**src/rtl/fifo_pkg.sv**
```systemverilog
// Shared FIFO definitions: read-mode constants, a clog2 helper and a parameter legality check.
package fifo_pkg;

    localparam int unsigned FIFO_MODE_STD  = 0;
    localparam int unsigned FIFO_MODE_FWFT = 1;

    function automatic int unsigned clog2(input int unsigned n);
        int unsigned r;
        int unsigned v;
        r = 0;
        v = 1;
        while (v < n) begin
            v = v << 1;
            r++;
        end
        return r;
    endfunction

    // True when the parameter set describes a buildable FIFO.
    function automatic bit params_legal(input int unsigned dw, input int unsigned aw,
                                        input int unsigned afl, input int unsigned ael,
                                        input int unsigned mode);
        int unsigned depth;
        depth = 1 << aw;
        return (dw >= 1) && (aw >= 1) && (aw <= 16) && (clog2(depth) == aw) &&
               (afl >= 1) && (afl <= depth) && (ael <= depth - 1) &&
               ((mode == FIFO_MODE_STD) || (mode == FIFO_MODE_FWFT));
    endfunction

endpackage

```
**src/rtl/fifo_synchronous_thresh_if.sv**
```systemverilog
// Producer/consumer handshake, status and error bundle of the synchronous FIFO.
interface fifo_synchronous_thresh_if #(
    parameter int unsigned data_width = 8,
    parameter int unsigned addr_width = 4
);
    logic                  write;
    logic [data_width-1:0] write_data;
    logic                  write_full;
    logic                  write_almost_full;
    logic                  read;
    logic [data_width-1:0] read_data;
    logic                  read_empty;
    logic                  read_almost_empty;
    logic [addr_width:0]   level;
    logic                  clear_errors;
    logic                  overflow;
    logic                  underflow;

    modport master (
        output write, write_data, read, clear_errors,
        input  write_full, write_almost_full, read_data, read_empty,
        input  read_almost_empty, level, overflow, underflow
    );

    modport slave (
        input  write, write_data, read, clear_errors,
        output write_full, write_almost_full, read_data, read_empty,
        output read_almost_empty, level, overflow, underflow
    );
endinterface

```
**src/rtl/fifo_ram.sv**
```systemverilog
// Simple dual-port storage: synchronous write, asynchronous read, no reset.
module fifo_ram #(
    parameter int unsigned data_width = 8,
    parameter int unsigned addr_width = 4
) (
    input  logic                  clk,
    input  logic                  we_i,
    input  logic [addr_width-1:0] waddr_i,
    input  logic [data_width-1:0] wdata_i,
    input  logic [addr_width-1:0] raddr_i,
    output logic [data_width-1:0] rdata_o
);
    localparam int unsigned DEPTH = 1 << addr_width;

    logic [data_width-1:0] mem [DEPTH];

    always_ff @(posedge clk) begin
        if (we_i) mem[waddr_i] <= wdata_i;
    end

    assign rdata_o = mem[raddr_i];
endmodule

```
**src/rtl/fifo_synchronous_thresh.sv**
```systemverilog
// Single-clock FIFO with fill level, almost-full/empty thresholds, sticky errors
// and selectable registered or first-word-fall-through read.
module fifo_synchronous_thresh
    import fifo_pkg::*;
#(
    parameter int unsigned data_width         = 8,
    parameter int unsigned addr_width         = 4,
    parameter int unsigned almost_full_level  = 12,
    parameter int unsigned almost_empty_level = 2,
    parameter int unsigned fwft               = FIFO_MODE_STD
) (
    input logic                      clk,
    input logic                      rst_n,
    fifo_synchronous_thresh_if.slave bus
);
    localparam int unsigned DEPTH = 1 << addr_width;
    localparam int unsigned CNT_W = addr_width + 1;

    if (!params_legal(data_width, addr_width, almost_full_level, almost_empty_level, fwft)) begin : g_bad_params
        $error("fifo_synchronous_thresh: illegal parameter set");
    end

    logic [CNT_W-1:0]      wr_ptr_q, wr_ptr_d, rd_ptr_q, rd_ptr_d, level_q, level_d;
    logic                  empty_q, empty_d, full_q, full_d;
    logic                  afull_q, afull_d, aempty_q, aempty_d;
    logic                  ovf_q, ovf_d, unf_q, unf_d;
    logic                  read_accept, write_accept;
    logic [data_width-1:0] ram_rdata;

    // Acceptance uses only registered flags, so a full FIFO can still take a write alongside a pop.
    always_comb begin
        read_accept  = bus.read & ~empty_q;
        write_accept = bus.write & (~full_q | read_accept);
        wr_ptr_d     = wr_ptr_q;
        rd_ptr_d     = rd_ptr_q;
        if (write_accept) wr_ptr_d = wr_ptr_q + CNT_W'(1);
        if (read_accept)  rd_ptr_d = rd_ptr_q + CNT_W'(1);
        level_d  = level_q + CNT_W'(write_accept) - CNT_W'(read_accept);
        empty_d  = (level_d == '0);
        full_d   = (level_d == CNT_W'(DEPTH));
        afull_d  = (level_d >= CNT_W'(almost_full_level));
        aempty_d = (level_d <= CNT_W'(almost_empty_level));
        ovf_d    = (ovf_q & ~bus.clear_errors) | (bus.write & ~write_accept);
        unf_d    = (unf_q & ~bus.clear_errors) | (bus.read & empty_q);
    end

    always_ff @(posedge clk or negedge rst_n) begin
        if (!rst_n) begin
            wr_ptr_q <= '0;
            rd_ptr_q <= '0;
            level_q  <= '0;
            empty_q  <= 1'b1;
            full_q   <= 1'b0;
            afull_q  <= 1'b0;
            aempty_q <= 1'b1;
            ovf_q    <= 1'b0;
            unf_q    <= 1'b0;
        end else begin
            wr_ptr_q <= wr_ptr_d;
            rd_ptr_q <= rd_ptr_d;
            level_q  <= level_d;
            empty_q  <= empty_d;
            full_q   <= full_d;
            afull_q  <= afull_d;
            aempty_q <= aempty_d;
            ovf_q    <= ovf_d;
            unf_q    <= unf_d;
        end
    end

    fifo_ram #(
        .data_width (data_width),
        .addr_width (addr_width)
    ) u_ram (
        .clk     (clk),
        .we_i    (write_accept),
        .waddr_i (wr_ptr_q[addr_width-1:0]),
        .wdata_i (bus.write_data),
        .raddr_i (rd_ptr_q[addr_width-1:0]),
        .rdata_o (ram_rdata)
    );

    // FWFT exposes the head word directly; standard mode captures it on each pop.
    if (fwft == FIFO_MODE_FWFT) begin : g_fwft
        assign bus.read_data = empty_q ? '0 : ram_rdata;
    end else begin : g_std
        logic [data_width-1:0] rdata_q;
        always_ff @(posedge clk or negedge rst_n) begin
            if (!rst_n)           rdata_q <= '0;
            else if (read_accept) rdata_q <= ram_rdata;
        end
        assign bus.read_data = rdata_q;
    end

    assign bus.write_full        = full_q;
    assign bus.write_almost_full = afull_q;
    assign bus.read_empty        = empty_q;
    assign bus.read_almost_empty = aempty_q;
    assign bus.level             = level_q;
    assign bus.overflow          = ovf_q;
    assign bus.underflow         = unf_q;
endmodule

```
**src/flat_wrapper.sv**
```systemverilog
// flat-port wrapper written by rule: the top's interface ports become plain ports
module fifo_synchronous_thresh_flat import fifo_pkg::*;
#(
    parameter int unsigned data_width         = 8,
    parameter int unsigned addr_width         = 4,
    parameter int unsigned almost_full_level  = 12,
    parameter int unsigned almost_empty_level = 2,
    parameter int unsigned fwft               = FIFO_MODE_STD
)
  (clk, rst_n, bus_write, bus_write_data, bus_read, bus_clear_errors, bus_write_full, bus_write_almost_full, bus_read_data, bus_read_empty, bus_read_almost_empty, bus_level, bus_overflow, bus_underflow);
  fifo_synchronous_thresh_if #(.data_width(data_width), .addr_width(addr_width)) bus_i ();
  input logic clk;
  input logic rst_n;
  input wire logic [$bits(bus_i.write)-1:0] bus_write;
  input wire logic [$bits(bus_i.write_data)-1:0] bus_write_data;
  input wire logic [$bits(bus_i.read)-1:0] bus_read;
  input wire logic [$bits(bus_i.clear_errors)-1:0] bus_clear_errors;
  output wire logic [$bits(bus_i.write_full)-1:0] bus_write_full;
  output wire logic [$bits(bus_i.write_almost_full)-1:0] bus_write_almost_full;
  output wire logic [$bits(bus_i.read_data)-1:0] bus_read_data;
  output wire logic [$bits(bus_i.read_empty)-1:0] bus_read_empty;
  output wire logic [$bits(bus_i.read_almost_empty)-1:0] bus_read_almost_empty;
  output wire logic [$bits(bus_i.level)-1:0] bus_level;
  output wire logic [$bits(bus_i.overflow)-1:0] bus_overflow;
  output wire logic [$bits(bus_i.underflow)-1:0] bus_underflow;
  assign bus_i.write = bus_write;
  assign bus_i.write_data = bus_write_data;
  assign bus_i.read = bus_read;
  assign bus_i.clear_errors = bus_clear_errors;
  assign bus_write_full = bus_i.write_full;
  assign bus_write_almost_full = bus_i.write_almost_full;
  assign bus_read_data = bus_i.read_data;
  assign bus_read_empty = bus_i.read_empty;
  assign bus_read_almost_empty = bus_i.read_almost_empty;
  assign bus_level = bus_i.level;
  assign bus_overflow = bus_i.overflow;
  assign bus_underflow = bus_i.underflow;
  fifo_synchronous_thresh #(.data_width(data_width), .addr_width(addr_width), .almost_full_level(almost_full_level), .almost_empty_level(almost_empty_level), .fwft(fwft)) u_core (.clk(clk), .rst_n(rst_n), .bus(bus_i));
endmodule
```
**config.mk**
```make
export PLATFORM = sky130hd
export DESIGN_NAME = fifo_synchronous_thresh_flat
export DESIGN_NICKNAME = d
export VERILOG_FILES = /design/src/rtl/fifo_pkg.sv /design/src/rtl/fifo_synchronous_thresh_if.sv /design/src/rtl/fifo_ram.sv /design/src/rtl/fifo_synchronous_thresh.sv /design/src/flat_wrapper.sv
export SDC_FILE = /design/constraint.sdc
export NUM_CORES = 1
export LEC_CHECK = 0
export BUFFER_PORTS_ARGS = -buffer_cell sky130_fd_sc_hd__buf_2
export CAP_MARGIN = 15
export CORE_AREA = 10 10 130 132
export CTS_CLUSTER_DIAMETER = 50
export DETAILED_ROUTE_END_ITERATION = 8
export DIE_AREA = 0 0 140 142
export PLACE_DENSITY = 0.61
export SLEW_MARGIN = 25
export SYNTH_ARGS = -nofsm -noshare
export SYNTH_HDL_FRONTEND = slang
export SYNTH_SLANG_ARGS = --single-unit
export TNS_END_PERCENT = 20
```
**constraint.sdc**
```tcl
create_clock -name clk -period 4.34 [get_ports clk]
set_input_delay 0.868 -clock clk [delete_from_list [all_inputs] [get_ports clk]]
set_output_delay 0.868 -clock clk [all_outputs]
set_load 0.01 [all_outputs]
```
==> results of run 1 <==
where the power goes:
group | switching, mW | total [mW] | internal (mW)
clock | 0.540 | 1.37 | 0.833
combinational | 0.823 | 1.43 | 0.606
sequential | 0.283 | 2.16 | 1.87
total | 1.65 | 4.96 | 3.31
sequential cells by signal, summed over array words and instances (netlist names):
signal                        flops
u_core.rd_ptr_q                   4
u_core.bus.underflow              1
u_core.bus.read_data              8
u_core.bus.write_full             1
u_core.bus.overflow               1
u_core.u_ram.mem                128
u_core.bus.level                  5
u_core.bus.read_empty             1
u_core.wr_ptr_q                   4
u_core.bus.read_almost_empty      1
u_core.bus.write_almost_full      1
critical path, cell delays in order, from the launching register on:
cell,delay (ns)
dfstp_2,0.54
nand2b_1,0.09
buf_4,0.19
inv_1,0.05
buf_4,0.20
ha_1,0.29
inv_1,0.06
ha_1,0.15
inv_1,0.06
fa_1,0.40
inv_1,0.07
a21o_1,0.10
a21oi_1,0.07
xnor2_1,0.31
nor4b_1,0.26
worst max path at each step:
| stage | start | endpoint | slack, ns | depth (start not counted) |
|---|---|---|---|---|
| CTS | u_core.bus.read_empty | u_core.bus.write_full | 1.36 | 14 |
| finish | u_core.bus.read_empty | u_core.bus.write_full | 1.39 | 14 |
| global route | u_core.bus.read_empty | u_core.bus.write_full | 1.15 | 14 |
| floorplan | bus_read | u_core.bus.write_full | 1.31 | 13 |
| detailed placement | bus_read | u_core.bus.write_full | 0.97 | 15 |
| global placement | bus_read | u_core.bus.write_full | 1.01 | 15 |
cell type report:
type,count,area [um2],share of cell area [%]
tap,184,230.2,3.234
multi-input combinational,205,1575,22.13
sequential,155,4526,63.57
clock inverter,11,102.6,1.441
inverter,16,60.06,0.8436
timing repair buffer,35,185.2,2.601
clock buffer,21,440.4,6.186
cells in the mapped netlist (2+ instances only):
library cell  count  share of area [%]
edfxtp_1        128                 61
mux2i_1          64                 10
dfrtp_1          25                9.9
o22ai_1          24                2.4
o21ai_0          17                1.3
inv_1            16               0.95
and2_1           12                1.2
buf_6            10                1.8
ha_1             10                2.0
nand2_1          10               0.59
nor2_1            9               0.53
a21oi_1           8               0.63
nor3_1            8               0.63
xnor2_1           8                1.1
buf_2             6               0.47
or4_1             6               0.71
and4_1            4               0.55
a21o_1            3               0.35
nand2b_1          3               0.30
a211oi_1          2               0.24
dfstp_2           2               0.83
nand4_1           2               0.20
nor4_1            2               0.20
xor2_1            2               0.28
cells by family (layout without fill, tap and decap cells):
logic type	Yosys count	after routing	synth area share [%]
compound gates	57	57	5.323
xor+xnor	10	10	1.380
fa+ha+maj	11	11	2.287
buf+inv	36	83	3.924
flops	155	155	71.25
mux	64	64	10.09
simple gates	63	63	5.737
per-layer routing:
| metal | GRT usage [%] | vias up | wire (um) |
|---|---|---|---|
| li1 | - | 1572 | - |
| met1 | 17.81 | 1722 | 6117 |
| met2 | 21.18 | 75 | 6292 |
| met3 | 3.872 | 15 | 571 |
| met4 | 4.783 | 0 | 157 |
| met5 | 0 | - | 0 |
layout by cell type (no fill, tap or decap), types with 2 or more instances in the layout:
| cell | n |
|---|---|
| a211oi_1 | 2 |
| a21o_1 | 3 |
| a21oi_1 | 8 |
| and2_1 | 12 |
| and4_1 | 4 |
| buf_2 | 31 |
| buf_4 | 4 |
| bufinv_16 | 2 |
| clkbuf_1 | 4 |
| clkbuf_16 | 17 |
| clkinv_1 | 4 |
| clkinv_2 | 4 |
| dfrtp_1 | 24 |
| dfstp_2 | 2 |
| edfxtp_1 | 128 |
| ha_1 | 10 |
| inv_1 | 16 |
| mux2i_1 | 64 |
| nand2_1 | 10 |
| nand2b_1 | 3 |
| nand4_1 | 2 |
| nor2_1 | 9 |
| nor3_1 | 8 |
| nor4_1 | 2 |
| o21ai_0 | 17 |
| o22ai_1 | 24 |
| or4_1 | 6 |
| xnor2_1 | 8 |
| xor2_1 | 2 |
==> results.py, run 1 <==
metrics = {
    "clocking": {
        "clk_pin_slew_ns": 0.06,
        "cts_tree": "done",
        "h-tree-depth": 4,
        "clock_sinks": 155,
        "cts_hold_buf": 0,
        "cts_buffers": 17,
        "postCtsSetupBuffers": 0,
        "cts-root-buf": "clkbuf_16",
        "cts_buffer_depth": 2,
        "worstSkewPairLatency_ns": 0.42,
        "ctsResizeCount": 0,
    },
    "die": {
        "initial_core_util_pct": 44.34,
        "ios": 32,
        "fp-row-count": 44,
        "core-area_mm2": 0.01431,
        "fp.dieW_um": 140,
        "dieArea_mm2": 0.01988,
        "die_y_um": 142,
    },
    "setup_path": {
        "rr_worst_depth": 14,
        "rr_startpoint": "u_core.bus.read_empty",
        "worstSetupPathType": "flip-flop to flip-flop",
        "critPathLaunchType": "flip-flop",
        "r2r-end": "u_core.bus.write_full",
        "crit_fanout": 20,
        "critPathRequiredTime_ns": 4.66,
        "cp.arrival_ns": 3.27,
        "end_kind": "flip-flop",
        "r2r_slack_ns": 1.39,
    },
    "yosys": {
        "ys_seq_area_share_pct": 71.25,
        "synth.ff_latch_count": 155,
        "ys_async_sr_fraction_pct": 17.42,
        "synth_area_mm2": 0.006346,
        "postSynthCellCount": 396,
        "synth_fp_nets": 420,
        "yosys_warnings": 0,
        "synth-edff-count": 128,
        "yosys.cell_types.count": 39,
        "ys.flop_type": "edfxtp_1",
        "syn_avg_cell_area_um2": 16.03,
    },
    "grt": {
        "grt_pass1_vias": 3520,
        "grt_overflow": 0,
        "grt_max_degree": 54,
        "antenna_found_initial": 0,
        "grt_first_pass_wirelength_mm": 20.58,
        "track_usage_pct": 13.59,
    },
    "route": {
        "drt_first_pass_iters": 4,
        "wl_mm": 13.14,
        "avgRoutedWirePerCell_um": 20.95,
        "vias": 3384,
        "viasPerCell": 5.397,
        "drc": 0,
        "antenna_left": 0,
        "first_iter_violations": 322,
    },
    "placement": {
        "dpl.cell_count": 595,
        "port_buffers": 31,
        "hpwlAfterDp_mm": 8.252,
        "post_dp_cell_area_mm2": 0.006576,
        "pre_cts_ws_ns": 0.9652,
        "gp_congestion": 0.8019,
    },
    "timing": {
        "finalHoldViolations": 0,
        "rsz0062_at_grt": "no",
        "fin_skew_ns": 0.005276,
        "layout_setup_ws_ns": 1.389,
        "slew_viol_final": 0,
        "tightest_slew_ns": 0.9390,
        "fmax_ghz": 0.3388,
        "fin_setup_tns_ns": 0,
        "fin_crit_sh_pct": 68.00,
        "hold_slack_ns": 0.4868,
        "finalSetupViolations": 0,
        "slew_headroom_pct": 37.40,
        "fin_crit_ns": 2.951,
    },
    "power_and_ir_drop": {
        "powerDensity_mw_per_mm2": 696.4,
        "power.total_mw": 4.958,
        "peakVddDrop_v": 0.0005401,
        "power_leakage_nw": 2.670,
    },
    "finish": {
        "final_nets": 454,
        "fillerInstances": 1229,
        "stdcell_area_mm2": 0.007119,
        "post_route_cells_drive_above_1_share_pct": 14.90,
        "syn_to_final_growth_pct": 12.18,
        "stdcell_count": 627,
        "final_util_pct": 49.74,
        "n_antenna_cell": 0,
    },
    "run_status": {
        "outcome": "completed",
    },
    "run": {
        "cap_violations": 0,
    },
    "hold_path": {
        "hold_path_class": "primary input to asynchronous set/reset pin",
    },
}
Note: power is estimated with default switching activity, not from simulation.
==> inputs of run 2 (changes only) <==
--- a/config.mk
+++ b/config.mk
@@ -5,13 +5,14 @@
 export SDC_FILE = /design/constraint.sdc
 export NUM_CORES = 1
 export LEC_CHECK = 0
+export ABC_AREA = 1
 export BUFFER_PORTS_ARGS = -buffer_cell sky130_fd_sc_hd__buf_2
 export CAP_MARGIN = 15
-export CORE_AREA = 10 10 130 132
+export CORE_AREA = 10 10 136 138
 export CTS_CLUSTER_DIAMETER = 50
 export DETAILED_ROUTE_END_ITERATION = 8
-export DIE_AREA = 0 0 140 142
-export PLACE_DENSITY = 0.61
+export DIE_AREA = 0 0 146 148
+export PLACE_DENSITY = 0.63
 export SLEW_MARGIN = 25
 export SYNTH_ARGS = -nofsm -noshare
 export SYNTH_HDL_FRONTEND = slang
==> constraint.sdc (replaced) <==
create_clock -name clk -period 2.6 [get_ports clk]
set_input_delay 0.52 -clock clk [delete_from_list [all_inputs] [get_ports clk]]
set_output_delay 0.52 -clock clk [all_outputs]
set_load 0.01 [all_outputs]
==> run 2 against run 1 <==
Combinational power is 130% higher. Area after synthesis is 9.1% higher. Sequential power is 55% higher. Synthesized cell count is 74% higher. Hold slack worse by 0.37 ns. Routed wire length is 13% higher. Clock skew is 0.0053 ns higher. Global-route usage is 0.67 points higher. Critical path depth is 4 lower.
==> results.py, run 2 <==
metrics = {
    "run_status": {
        "outcome": "completed",
    },
    "route": {
        "antenna_left": 0,
        "avgRoutedWirePerCell_um": 15.42,
        "wl_mm": 14.87,
        "vias": 4609,
        "first_iter_violations": 399,
        "drc": 0,
        "drt_first_pass_iters": 5,
        "viasPerCell": 4.781,
    },
    "yosys": {
        "ys_async_sr_fraction_pct": 17.42,
        "ys.flop_type": "edfxtp_1",
        "synth_top_cells_by_area": "edfxtp_1 (56%), nand2_1 (12%), dfrtp_1 (9.0%)",
        "synth_fp_nets": 714,
        "syn_avg_cell_area_um2": 10.03,
        "yosys-top-cells-count": "nand2_1 (230), edfxtp_1 (128), inv_1 (123)",
        "ys_seq_area_share_pct": 65.32,
        "synth_top_cell_area_share_pct": 55.52,
        "synth.ff_latch_count": 155,
        "yosysMostFrequentCell": "nand2_1",
        "postSynthCellCount": 690,
        "synth_top_area_cell": "edfxtp_1",
        "yosys.cell_types.count": 27,
        "yosys_warnings": 0,
        "synth-edff-count": 128,
        "synth_area_mm2": 0.006923,
    },
    "setup_path": {
        "path_cells": "nor2_4 -> ha_1 -> inv_1 -> ha_1 -> inv_1 -> fa_1 -> o21ai_1 -> xnor2_1 -> inv_1 -> nor2_1",
        "r2r_slack_ns": 0.37,
        "critPathRequiredTime_ns": 2.95,
        "worstSetupPathType": "flip-flop to flip-flop",
        "crit_top_cell": "inv_1",
        "crit_fanout": 3,
        "cp.arrival_ns": 2.58,
        "critPathMaxStageDelay_ns": 0.56,
        "end_kind": "flip-flop",
        "critPathSlowestCell": "dfstp_2",
        "cp_num_buf_inv": 3,
        "crit_family": "adder cells",
        "critPathLaunchType": "flip-flop",
    },
    "placement": {
        "gp_congestion": 0.8424,
        "port_buffers": 31,
        "hpwlAfterDp_mm": 9.708,
    },
    "power_and_ir_drop": {
        "p_clk_share_pct": 28.4,
        "powerDensity_mw_per_mm2": 1155,
        "swShare_pct": 36.27,
        "power_leakage_nw": 3.650,
        "peakVddDrop_v": 0.0005593,
        "intPower_mw": 5.874,
        "power_frac_seq_pct": 36.3,
        "switchingPower_mw": 3.343,
        "pwr-share-comb_pct": 35.3,
    },
    "finish": {
        "final_nets": 759,
        "seq_area_mm2": 0.004523,
        "largest_register_ffs": 128,
        "multiInputGateArea_mm2": 0.001730,
        "layout_common_cells": "nand2_1 (230), edfxtp_1 (128), inv_1 (123)",
        "n_antenna_cell": 0,
        "largest-register": "u_core.u_ram.mem",
        "fillerInstances": 1386,
        "post_route_cells_drive_above_1_share_pct": 12.57,
        "syn_to_final_growth_pct": 15.27,
        "final_common_cell": "nand2_1",
    },
    "clocking": {
        "cts-root-buf": "clkbuf_16",
        "postCtsSetupBuffers": 0,
        "cts_buffer_depth": 2,
        "worstSkewPairLatency_ns": 0.42,
        "clock_sinks": 155,
        "ctsResizeCount": 0,
        "cts_buffers": 17,
        "cts_tree": "done",
        "h-tree-depth": 4,
        "cts_hold_buf": 0,
        "clk_pin_slew_ns": 0.06,
    },
    "grt": {
        "antenna_found_initial": 0,
        "grt_max_degree": 76,
        "grt_overflow": 0,
        "grt_pass1_vias": 4686,
        "track_usage_pct": 14.26,
        "grt_first_pass_wirelength_mm": 24.26,
    },
    "hold_path": {
        "hold_path_class": "primary input to asynchronous set/reset pin",
    },
    "die": {
        "fp.dieW_um": 146,
        "initial_core_util_pct": 44.06,
        "fp-row-count": 46,
        "dieArea_mm2": 0.02161,
        "die_y_um": 148,
        "core-area_mm2": 0.01571,
        "ios": 32,
    },
    "timing": {
        "fin_crit_sh_pct": 85.76,
        "finalSetupViolations": 0,
        "fin_crit_ns": 2.230,
        "slew_viol_final": 0,
        "fin_skew_ns": 0.01062,
        "fin_setup_tns_ns": 0,
        "tightest_slew_ns": 0.6771,
        "rsz0062_at_grt": "no",
        "slew_headroom_pct": 54.79,
        "fmax_ghz": 0.4485,
        "finalHoldViolations": 0,
        "hold_slack_ns": 0.1119,
    },
    "run": {
        "cap_violations": 0,
    },
}
-- run 2: worst paths after layout --
| check | startpoint | depth (start not counted) | end |
|---|---|---|---|
| max in group asynchronous | rst_n | 1 | u_core.rd_ptr_q[0] |
| min | rst_n | 1 | u_core.bus.read_data[3] |
| max reg2reg | u_core.bus.read_empty | 10 | u_core.bus.read_empty |
| min in group clk | bus_clear_errors | 2 | u_core.bus.overflow |
| max | u_core.bus.read_empty | 10 | u_core.bus.read_empty |
| min reg2reg | u_core.bus.read_data[3] | 2 | u_core.bus.read_data[3] |
-- run 2: area by class of cell --
type	count	share of cell area (%)
multi-input cells	379	21.68
repair buffers	52	4.233
clock inverters	14	2.524
clock buffers	18	5.378
flip-flops and latches	155	56.68
inverters	130	6.115
well taps	216	3.387
-- run 2: cell families after synthesis --
group	Yosys count	share of synthesized area, %
flip-flops	155	65.32
buffers and inverters	156	9.687
AND/OR/NAND/NOR	350	21.07
adder cells (fa/ha/maj)	11	2.097
XOR/XNOR	9	1.139
AO/OA/AOI/OAI	9	0.6869
-- run 2: per-layer routing --
metal / track usage (%) / vias up / wire (um)
li1: - / 2263 / -
met1: 17.07 / 2195 / 6325
met2: 24.52 / 126 / 7496
met3: 3.114 / 25 / 772
met4: 5.706 / 0 / 270
met5: 0 / - / 0
-- run 2: power groups by stage --
| stage | logic, mW | clock network (mW) | registers, mW |
|---|---|---|---|
| finish | 3.25 | 2.62 | 3.34 |
| global route | 3.66 | 2.79 | 3.38 |
| CTS | 3.28 | 2.66 | 3.35 |
| detailed placement | 3.25 | 0 | 3.39 |
| global placement | 3.16 | 0 | 3.38 |
| floorplan | 2.33 | 0 | 3.39 |
-- run 2: stage by stage --
stage / instance area (um2) / cells / utilization, % / power (mW) / setup WS, ns
6_report: 7980 / 964 / 50.79 / 9.217 / 0.3703
5_1_grt: 7980 / 964 / 50.79 / 9.827 / 0.2202
4_1_cts: 7980 / 964 / 50.79 / 9.282 / 0.3781
3_5_place_dp: 7350 / 932 / 46.78 / 6.644 / 0.1476
3_3_place_gp: 7350 / 932 / 46.78 / 6.536 / 0.2176
2_1_floorplan: 6923 / 690 / - / 5.719 / 0.1396
==> inputs of run 3 (changes only) <==
--- a/config.mk
+++ b/config.mk
@@ -5,13 +5,12 @@
 export SDC_FILE = /design/constraint.sdc
 export NUM_CORES = 1
 export LEC_CHECK = 0
-export ABC_AREA = 1
 export BUFFER_PORTS_ARGS = -buffer_cell sky130_fd_sc_hd__buf_2
 export CAP_MARGIN = 15
-export CORE_AREA = 10 10 136 138
+export CORE_AREA = 10 10 144 120
 export CTS_CLUSTER_DIAMETER = 50
 export DETAILED_ROUTE_END_ITERATION = 8
-export DIE_AREA = 0 0 146 148
+export DIE_AREA = 0 0 154 130
 export PLACE_DENSITY = 0.63
 export SLEW_MARGIN = 25
 export SYNTH_ARGS = -nofsm -noshare
==> run 3 against run 2 <==
Worst setup slack got worse by 0.20 ns. Highest routed layer is now met5. Combinational power fell by 13%. Register-to-register slack worse by 0.20 ns. Maximum frequency down 8.2%. Non-clock buffer count down 7.
==> results.py, run 3 (synthesis gave the netlist of run 1 again) <==
metrics = {
    "run_status": {
        "outcome": "completed",
    },
    "die": {
        "fp-row-count": 40,
        "die_y_um": 130,
        "dieArea_mm2": 0.02002,
        "initial_core_util_pct": 43.57,
        "ios": 32,
        "core-area_mm2": 0.01456,
        "fp.dieW_um": 154,
    },
    "clocking": {
        "clk_pin_slew_ns": 0.06,
        "cts_buffers": 17,
        "h-tree-depth": 4,
        "worstSkewPairLatency_ns": 0.42,
        "cts-root-buf": "clkbuf_16",
        "cts_tree": "done",
        "clock_sinks": 155,
        "cts_buffer_depth": 2,
        "cts_hold_buf": 0,
    },
    "power_and_ir_drop": {
        "power.total_mw": 8.958,
        "peakVddDrop_v": 0.0009444,
        "powerDensity_mw_per_mm2": 1218,
        "power_leakage_nw": 2.782,
    },
    "route": {
        "vias": 3403,
        "antenna_left": 0,
        "drt_first_pass_iters": 4,
        "wl_mm": 12.65,
        "first_iter_violations": 269,
        "viasPerCell": 5.301,
        "avgRoutedWirePerCell_um": 19.70,
        "drc": 0,
    },
    "setup_path": {
        "critPathMaxStageDelay_ns": 0.54,
        "critPathSlowestCell": "dfstp_2",
        "critPathLaunchType": "flip-flop",
        "path_cells": "nand2b_4 -> inv_1 -> ha_1 -> inv_1 -> ha_1 -> inv_1 -> fa_2 -> inv_1 -> a21o_1 -> a21oi_1 -> xnor2_2 -> buf_4 -> a21o_1",
        "cp_num_buf_inv": 5,
        "critPathRequiredTime_ns": 2.91,
        "cp.arrival_ns": 2.74,
        "crit_family": "adder cells",
        "end_kind": "flip-flop",
        "crit_top_cell": "inv_1",
        "crit_fanout": 4,
        "worstSetupPathType": "flip-flop to flip-flop",
    },
    "grt": {
        "grtUsageMet2_pct": 20.38,
        "gr-max-usage-layer": "met2",
        "use_met3_pct": 3.322,
        "grt_pass1_vias": 3440,
        "antenna_found_initial": 1,
        "grt_first_pass_wirelength_mm": 19.54,
        "grt_overflow": 0,
        "grt_max_degree": 28,
        "met1_usage_pct": 16.24,
        "track_usage_pct": 12.98,
    },
    "finish": {
        "final_util_pct": 50.52,
        "post_route_cells_drive_above_1_share_pct": 18.76,
        "largest-register": "u_core.u_ram.mem",
        "stdcell_area_mm2": 0.007357,
        "layout_common_cells": "edfxtp_1 (128), mux2i_1 (64), buf_2 (31)",
        "n_antenna_cell": 0,
        "syn_to_final_growth_pct": 15.93,
        "final_common_cell": "edfxtp_1",
        "fillerInstances": 1180,
        "largest_register_ffs": 128,
        "final_nets": 464,
    },
    "placement": {
        "post_dp_cell_area_mm2": 0.006669,
        "gp_congestion": 0.7424,
        "hpwlAfterDp_mm": 8.192,
        "port_buffers": 31,
    },
    "timing": {
        "slew_viol_final": 0,
        "fin_crit_sh_pct": 93.40,
        "slew_headroom_pct": 51.02,
        "finalSetupViolations": 0,
        "fin_skew_ns": 0.009029,
        "fmax_ghz": 0.4118,
        "finalHoldViolations": 0,
        "fin_setup_tns_ns": 0,
        "fin_crit_ns": 2.429,
        "tightest_slew_ns": 0.7347,
    },
    "run": {
        "cap_violations": 0,
    },
    "hold_path": {
        "hold_path_class": "primary input to asynchronous set/reset pin",
    },
}
==> run 3: final timing paths <==
kind	end	start	depth (start not counted)	slack, ns
min	u_core.bus.write_almost_full	rst_n	1	0.14
max reg2reg	u_core.bus.write_almost_full	u_core.bus.read_empty	13	0.17
min in group clk	u_core.bus.overflow	bus_clear_errors	2	0.29
max	u_core.bus.write_almost_full	u_core.bus.read_empty	13	0.17
max in group asynchronous	u_core.rd_ptr_q[0]	rst_n	1	1.94
min reg2reg	u_core.bus.overflow	u_core.bus.overflow	2	0.53
==> run 3: power by group <==
group / switching [mW] / internal [mW] / leakage [nW] / total [mW]
clock network: 0.923 / 1.78 / 0.311 / 2.71
logic: 1.61 / 1.21 / 0.999 / 2.82
registers: 0.302 / 3.13 / 1.47 / 3.43
total: 2.83 / 6.12 / 2.78 / 8.96
==> run 3: timing repair <==
item / CTS / global route
pin swaps: 0 / 1
endpoints found under the hold margin: 0 / 0
endpoints found under the setup margin: 1 / 3
setup buffers: 0 / 2
resized for setup: 1 / 2
==> run 3: metrics by stage <==
stage                     instances  worst slack (ns)  hold WS, ns
final                           642            0.1715       0.1388
after global routing            642         -0.009587       0.1784
after CTS                       640           0.06029       0.1578
after detailed placement        608          -0.09024       0.5276
after global placement          608          0.004269       0.5052
after floorplan                 396          0.005389       0.2244
==> run 3: area by class of cell <==
cell class	count	area [um2]	area share, %
clock buffer	18	429.2	5.833
clock inverter	14	225.2	3.061
inverter	16	60.06	0.8163
multi-input combinational	205	1608	21.85
sequential	155	4526	61.51
tap	189	236.5	3.214
timing repair buffer	45	272.8	3.707
==> run 3: metal layers <==
layer	share of wire, %	vias up
li1	-	1601
met1	46	1705
met2	47	73
met3	4.8	22
met4	2.1	2
met5	0.10	-
